===== src/rtl/divmod_seq.sv =====
// Iterative radix-2 restoring divider with truncated/floored sign correction.
// One quotient bit per clock, start/busy/done handshake, runtime modulus.
module divmod_seq #(
  parameter int WIDTH     = 16,
  parameter int MOD_WIDTH = 8,
  parameter bit SIGNED_IN = 1'b1
) (
  input  logic                 clock,
  input  logic                 reset_n,
  input  logic                 start,
  input  logic [WIDTH-1:0]     dividend,
  input  logic [MOD_WIDTH-1:0] divisor,
  input  logic                 floor_mode,
  output logic                 busy,
  output logic                 done,
  output logic [WIDTH-1:0]     quotient,
  output logic [MOD_WIDTH:0]   remainder,
  output logic                 div_by_zero
);

  localparam int CNT_W = $clog2(WIDTH);
  localparam logic [CNT_W-1:0] CNT_LAST = CNT_W'(WIDTH - 1);
  localparam logic [CNT_W-1:0] CNT_ONE  = CNT_W'(1);

  typedef enum logic [1:0] {
    S_IDLE = 2'd0,
    S_CALC = 2'd1,
    S_FIX  = 2'd2,
    S_DONE = 2'd3
  } state_e;

  state_e                 state_q, state_d;
  logic                   busy_q, busy_d;
  logic                   done_q, done_d;
  logic                   neg_q, neg_d;
  logic                   floor_q, floor_d;
  logic [MOD_WIDTH-1:0]   div_q, div_d;
  logic [MOD_WIDTH:0]     rem_q, rem_d;
  logic [WIDTH-1:0]       quo_q, quo_d;
  logic [CNT_W-1:0]       cnt_q, cnt_d;
  logic [WIDTH-1:0]       quotient_q, quotient_d;
  logic [MOD_WIDTH:0]     remainder_q, remainder_d;
  logic                   dbz_q, dbz_d;

  logic                   in_neg;
  logic [WIDTH-1:0]       in_abs;
  logic [MOD_WIDTH:0]     rem_shift;
  logic                   rem_fits;

  assign in_neg    = SIGNED_IN && dividend[WIDTH-1];
  // Negating the most negative value wraps to 2^(WIDTH-1), which is the correct unsigned magnitude.
  assign in_abs    = in_neg ? (-dividend) : dividend;
  assign rem_shift = {rem_q[MOD_WIDTH-1:0], quo_q[WIDTH-1]};
  assign rem_fits  = (rem_shift >= {1'b0, div_q});

  // Next-state and datapath logic for the divide sequencer.
  always_comb begin
    state_d     = state_q;
    busy_d      = busy_q;
    done_d      = done_q;
    neg_d       = neg_q;
    floor_d     = floor_q;
    div_d       = div_q;
    rem_d       = rem_q;
    quo_d       = quo_q;
    cnt_d       = cnt_q;
    quotient_d  = quotient_q;
    remainder_d = remainder_q;
    dbz_d       = dbz_q;

    case (state_q)
      S_IDLE, S_DONE: begin
        done_d = 1'b0;
        if (start) begin
          state_d = S_CALC;
          busy_d  = 1'b1;
          neg_d   = in_neg;
          floor_d = floor_mode;
          div_d   = divisor;
          quo_d   = in_abs;
          rem_d   = '0;
          cnt_d   = '0;
        end else begin
          state_d = S_IDLE;
        end
      end
      S_CALC: begin
        if (rem_fits) begin
          rem_d = rem_shift - {1'b0, div_q};
          quo_d = {quo_q[WIDTH-2:0], 1'b1};
        end else begin
          rem_d = rem_shift;
          quo_d = {quo_q[WIDTH-2:0], 1'b0};
        end
        if (cnt_q == CNT_LAST) begin
          cnt_d   = '0;
          state_d = S_FIX;
        end else begin
          cnt_d = cnt_q + CNT_ONE;
        end
      end
      S_FIX: begin
        state_d = S_DONE;
        busy_d  = 1'b0;
        done_d  = 1'b1;
        dbz_d   = 1'b0;
        if (div_q == '0) begin
          quotient_d  = '1;
          remainder_d = '0;
          dbz_d       = 1'b1;
        end else if (!neg_q) begin
          quotient_d  = quo_q;
          remainder_d = rem_q;
        end else if (!floor_q) begin
          quotient_d  = -quo_q;
          remainder_d = -rem_q;
        end else if (rem_q != '0) begin
          // -(q0+1) is the bitwise complement of q0.
          quotient_d  = ~quo_q;
          remainder_d = {1'b0, div_q} - rem_q;
        end else begin
          quotient_d  = -quo_q;
          remainder_d = '0;
        end
      end
      default: begin
        state_d = S_IDLE;
        busy_d  = 1'b0;
        done_d  = 1'b0;
      end
    endcase
  end

  // State and output registers; reset aborts any divide in flight.
  always_ff @(posedge clock or negedge reset_n) begin
    if (!reset_n) begin
      state_q     <= S_IDLE;
      busy_q      <= 1'b0;
      done_q      <= 1'b0;
      neg_q       <= 1'b0;
      floor_q     <= 1'b0;
      div_q       <= '0;
      rem_q       <= '0;
      quo_q       <= '0;
      cnt_q       <= '0;
      quotient_q  <= '0;
      remainder_q <= '0;
      dbz_q       <= 1'b0;
    end else begin
      state_q     <= state_d;
      busy_q      <= busy_d;
      done_q      <= done_d;
      neg_q       <= neg_d;
      floor_q     <= floor_d;
      div_q       <= div_d;
      rem_q       <= rem_d;
      quo_q       <= quo_d;
      cnt_q       <= cnt_d;
      quotient_q  <= quotient_d;
      remainder_q <= remainder_d;
      dbz_q       <= dbz_d;
    end
  end

  assign busy        = busy_q;
  assign done        = done_q;
  assign quotient    = quotient_q;
  assign remainder   = remainder_q;
  assign div_by_zero = dbz_q;

endmodule


===== config.mk =====
export PLATFORM = sky130hd
export DESIGN_NAME = divmod_seq
export DESIGN_NICKNAME = d
export VERILOG_FILES = /design/src/rtl/divmod_seq.sv
export SDC_FILE = /design/constraint.sdc
export NUM_CORES = 1
export LEC_CHECK = 0
export CORE_ASPECT_RATIO = 0.75
export CORE_MARGIN = 3
export CORE_UTILIZATION = 40
export CTS_CLUSTER_SIZE = 16
export DETAILED_ROUTE_END_ITERATION = 6
export GPL_ROUTABILITY_DRIVEN = 0
export SLEW_MARGIN = 0
export SYNTH_ARGS = -nofsm -noshare
export SYNTH_HDL_FRONTEND = slang
export SYNTH_SLANG_ARGS = --single-unit

===== constraint.sdc =====
create_clock -name clock -period 8.5 [get_ports clock]
set_input_delay 0.85 -clock clock [delete_from_list [all_inputs] [get_ports clock]]
set_output_delay 0.85 -clock clock [all_outputs]
set_load 0.02 [all_outputs]

## Word level (Yosys, flattened, before mapping)

Cells that the tools add are included.

- Register bits: 69
- Input port bits: 28
- Output and inout bits: 28
- Word-level logic and storage cells: 60

- Add/subtract/negate cells: 6
- Order comparisons: 1
- Equality and inequality tests: 6
- Multiplexer cells: 25
- Bitwise operators: 1
- Reduce and logical (&&, ||, !) cells: 9

Operator list:

| kind | count |
|---|---|
| 2-to-1 mux 16 bit | 6 |
| 2-to-1 mux 9 bit | 6 |
| negator 16 bit | 2 |
| one-hot mux 16 bit (2 select lines) | 1 |
| one-hot mux 9 bit (2 select lines) | 1 |
| inverter 16 bit | 1 |
| greater-or-equal comparator 9 x 8 -> 1 bit | 1 |
| negator 9 bit | 1 |
| nonzero test 9 bit | 1 |
| subtractor 8 x 9 -> 9 bit | 1 |
| subtractor 9 x 8 -> 9 bit | 1 |
| logical NOT 8 bit | 1 |
| 2-to-1 mux 4 bit | 2 |
| one-hot mux 4 bit (2 select lines) | 1 |
| one-hot mux 2 bit (3 select lines) | 1 |
| AND reduction 2 bit | 3 |
| adder 4 x 1 -> 4 bit, second input constant | 1 |
| == test 2 bit, second input constant | 2 |
| == test 4 bit, second input constant | 1 |
| 2-to-1 mux 1 bit | 4 |
| != test 2 bit, second input constant | 2 |
| one-hot mux 1 bit (2 select lines) | 2 |
| nonzero test 2 bit | 2 |
| == test 2 x 1 -> 1 bit, second input constant | 1 |
| other kinds (3) | 3 |

## Longest topological paths before layout

- Depth after elaboration: 5
- Mapped depth: 13

## Least setup slack after synthesis

OpenSTA, ideal clock, no wires.

- Path kind: register to register
- From: register rem_q[1]
- To: register quotient_q[13], in the netlist quotient[13]
- Setup time: 0.137 ns
- Arrival: 3.542 ns
- Slack: 4.821 ns
- Cell stages (with the launch flop): 14
- Path buffers: 1
- Period minus slack after synthesis: 3.679 ns
- Cell sequence: dfrtp_1 -> inv_1 -> ha_1 -> or3b_2 -> or3_1 -> nor3_1 -> ha_1 -> nor2b_1 -> clkbuf_4 -> or4_2 -> or4_4 -> o31ai_2 -> xor2_1 -> a21oi_1

- Cells in the longest elaborated chain, start to end: 5

Ends and longest elaborated chain:

| what | line | RTL |
|---|---|---|
| start, declared | 38 | `logic [MOD_WIDTH:0] rem_q, rem_d;` |
| start signal, assigned | 156 | `rem_q <= rem_d;` |
| nonzero test 9 bit | 117 | `end else if (rem_q != '0) begin` |
| 2-to-1 mux 16 bit | 117 |  |
| 2-to-1 mux 16 bit | 114 | `end else if (!floor_q) begin` |
| 2-to-1 mux 16 bit | 111 | `end else if (!neg_q) begin` |
| 2-to-1 mux 16 bit | 107 | `if (div_q == '0) begin` |
| end signal, assigned | 159 | `quotient_q <= quotient_d;` |
| end, declared | 41 | `logic [WIDTH-1:0] quotient_q, quotient_d;` |

Every way passes these cells.
A chain may end at the register's enable or synchronous reset.

## Worst setup path in the final report

- From: register rem_q[0]
- To: register quotient_q[13], in the netlist quotient[13]

The elaborated chain is that of the path after synthesis.

==> results.txt <==
Portion of the clock cycle consumed by the worst path in the final layout -> 0.463
Cell seen most often among critical-path stages -> ha_1
Number of buffers inserted for hold repair after clock tree synthesis -> 0
Startpoint of the lowest-slack hold path -> div_by_zero$_DFFE_PN0P_
Asr flop ratio synth -> 1.00
Proportion of netlist area held by the largest area contributor -> 0.376
Reg2Reg Capture Point -> quotient[13]$_DFFE_PN0P_
Clock Latency Late Sink -> 340 ps
Number of antenna violations at the first check in global routing -> 0
PnR worst setup slack -> 4560 ps
Initial core utilization -> 0.415
Ratio of total power to cell area -> 476 nW/µm²
Final Instance Count excl. Fillers -> 704
CTS root buf -> clkbuf_16
Share of post-route cells with drive strength above 1 -> 0.0709
Yosys warning count -> 0
Ordered list of cells on the worst path -> inv_1, ha_1, or3b_2, or3_1, nor3_1, ha_1, nor2b_1, or4_2, or4_4, o31ai_2, xor2_1, a21oi_1
Post-placement setup slack -> 4580 ps
Total Die Area -> 12800 µm²
Die boundary height -> 98.8 µm
Final wirelength -> 11800 µm
Half-perimeter wire length after placement -> 8710 µm
# rows -> 33
CTS tree -> yes
Max Clk Rate -> 254 MHz
Final-layout setup total negative slack -> 0 ps
Initial DRT Pass Iterations -> 5
Core region area -> 11100 µm²
Max clock buf depth -> 2
Signal arrival time at the worst endpoint -> 4120 ps
H-tree levels -> 3
Post-placement cell count -> 688
Via count of the first global-routing pass -> 3748
Final layout net count -> 613
Most frequently used cell type in the post-synthesis netlist -> dfrtp_1
Post-DR vias/cell -> 5.62
Min cycle time layout -> 3940 ps
Final Setup Violations -> 0
Number of I/O port buffers -> 55
Number of maximum-capacitance constraint violations -> 0
EDFF count, synth -> 0
Wire length of the first global-routing pass -> 19500 µm
Clock buffers created by TritonCTS -> 9
Library cell with the largest summed area after synthesis -> dfrtp_1
Part of the Yosys area used for sequential elements -> 0.376
Post-synth net total -> 569
Maximum number of pins on one net before global-route repair -> 70
Final Max Slew Viols -> 0
Routed WL per cell -> 16.8 µm
Hold worst-path end -> div_by_zero$_DFFE_PN0P_
Class of the tightest hold or removal check -> register to register
Biggest area contributors in the synthesized netlist -> dfrtp_1, ha_1, o21ai_0, a21oi_1, xor2_1
DRC errors left -> 0
Reg2reg setup slack -> 4560 ps
Die Width -> 130 µm
Critical path data required time -> 8690 ps
Startpoint of the worst-slack reg-to-reg timing path -> rem_q[0]$_DFFE_PN0P_
Synth Flop Type -> dfrtp_1
Overall power consumption -> 2.63 mW
Cell area after synthesis -> 4590 µm²
Slowest library cell on the worst path -> or4_2
Reported leakage power -> 2.31 nW
RSZ-0062 raised after global routing -> no
Via total after detailed routing -> 3955
Total grt overflow -> 0
List of most frequent post-synthesis cells -> dfrtp_1, nor2_1, o21ai_0
Instance count along the most critical hold path -> 2
Transition at the pin with the smallest max-transition slack -> 1190 ps
Synth unique cells -> 59
Worst Setup Start Kind -> register
Number of clock sinks seen by CTS -> 69
Critical Path End Type -> register
Max IR drop VDD -> 0.000306 V
Post-CTS repair timing setup buffer count -> 0
Cts repair resizes -> 0
Number of top-level pins -> 56
Global-route total usage across every layer -> 0.192
First-iteration detailed-routing DRC count -> 292
Slowest Stage Delay on Critical Path -> 640 ps
Type of the worst setup path -> register to register
Clock-pin slew of the registers on the worst-case setup and hold paths -> 60 ps
Number of cells on the worst reg-to-reg path -> 12
Antenna Diode Count -> 0
Final worst clock skew -> 11.6 ps
Final Hold Viols -> 0
Slew Limit Headroom -> 0.201
Crit path max fanout -> 9
Area growth from synthesis to layout -> 20.5%
Number of storage elements in the synthesis netlist -> 69
Outcome -> finished, final reports clean
Post-Syn Area per Cell -> 8.91 µm²
Antenna viol nets, final -> 0
Gate count after technology mapping -> 515
==> per-layer routing <==
layer / share of wire / global-route usage
met5: 0 / 0
met4: 0.0077 / 0.0439
met3: 0.058 / 0.0493
met2: 0.40 / 0.260
met1: 0.53 / 0.303
==> layout by cell type (no fill, tap or decap), types with 4 or more instances in the layout <==
cell              n
dfrtp_1          69
clkdlybuf4s50_1  54
o21ai_0          41
nor2_1           41
nand2_1          40
inv_1            37
a21oi_1          37
ha_1             24
xor2_1           21
xnor2_1          17
o22ai_1          16
mux2_2           12
o31ai_1          10
nand3_1          10
clkbuf_16         9
mux2i_1           8
nor2b_1           8
nor4_1            8
nor3_1            7
nand2b_1          6
o41ai_1           6
a21o_1            5
a211oi_1          5
o21a_1            4
o211ai_1          4
or4_1             4
a22oi_1           4
o221ai_1          4
==> per-stage QoR <==
stage,hold slack [ps],instance area (µm²),utilization
2_1_floorplan,446,4590,-
3_3_place_gp,464,5200,0.470
3_5_place_dp,488,5200,0.470
4_1_cts,502,5530,0.500
5_1_grt,516,5530,0.500
6_report,495,5530,0.500
==> registers in the layout, summed over array words and instances (netlist names) <==
register	flops
floor_q	1
done	1
remainder	9
state_q	2
cnt_q	4
quo_q	16
div_q	8
div_by_zero	1
rem_q	9
neg_q	1
quotient	16
busy	1
==> critical path, delay by kind of cell, from the launching register on <==
| family | cells | cell delay (ps) |
|---|---|---|
| AO/OA/AOI/OAI | 2 | 300 |
| buffers and inverters | 1 | 140 |
| XOR/XNOR | 1 | 160 |
| flip-flops | 1 | 490 |
| AND/OR/NAND/NOR | 6 | 2270 |
| adder cells (fa/ha/maj) | 2 | 430 |
==> final cells by class <==
class / count / area, µm²
tap: 140 / 175
sequential: 69 / 1730
timing repair buffer: 57 / 561
inverter: 38 / 143
clock inverter: 4 / 70.1
fill: 1039 / 5540
multi-input combinational: 384 / 2600
clock buffer: 12 / 256
==> worst max path at each step <==
stage	endpoint	slack, ps	startpoint	cells after the start
detailed placement	quotient[13]$_DFFE_PN0P_	4580	rem_q[1]$_DFFE_PN0P_	12
floorplan	quotient[13]$_DFFE_PN0P_	4820	rem_q[1]$_DFFE_PN0P_	13
global placement	quotient[13]$_DFFE_PN0P_	4710	rem_q[1]$_DFFE_PN0P_	12
CTS	quotient[13]$_DFFE_PN0P_	4580	rem_q[1]$_DFFE_PN0P_	12
finish	quotient[13]$_DFFE_PN0P_	4560	rem_q[0]$_DFFE_PN0P_	12
global route	quotient[13]$_DFFE_PN0P_	4340	rem_q[0]$_DFFE_PN0P_	12
==> power breakdown <==
part	leakage, nW	total [mW]	internal (mW)	switching [mW]
clock network	0.163	0.413	0.272	0.141
logic	1.31	1.53	0.650	0.881
registers	0.842	0.691	0.484	0.208
total	2.31	2.63	1.41	1.23
==> cell families after synthesis <==
logic type / count (synthesis) / synth area share
AO/OA/AOI/OAI: 155 / 0.216
XOR/XNOR: 38 / 0.0725
adder cells (fa/ha/maj): 26 / 0.0742
buffers and inverters: 62 / 0.0578
flip-flops: 69 / 0.376
multiplexers: 20 / 0.0469
AND/OR/NAND/NOR: 145 / 0.157
(Power assumes the default switching activity.)
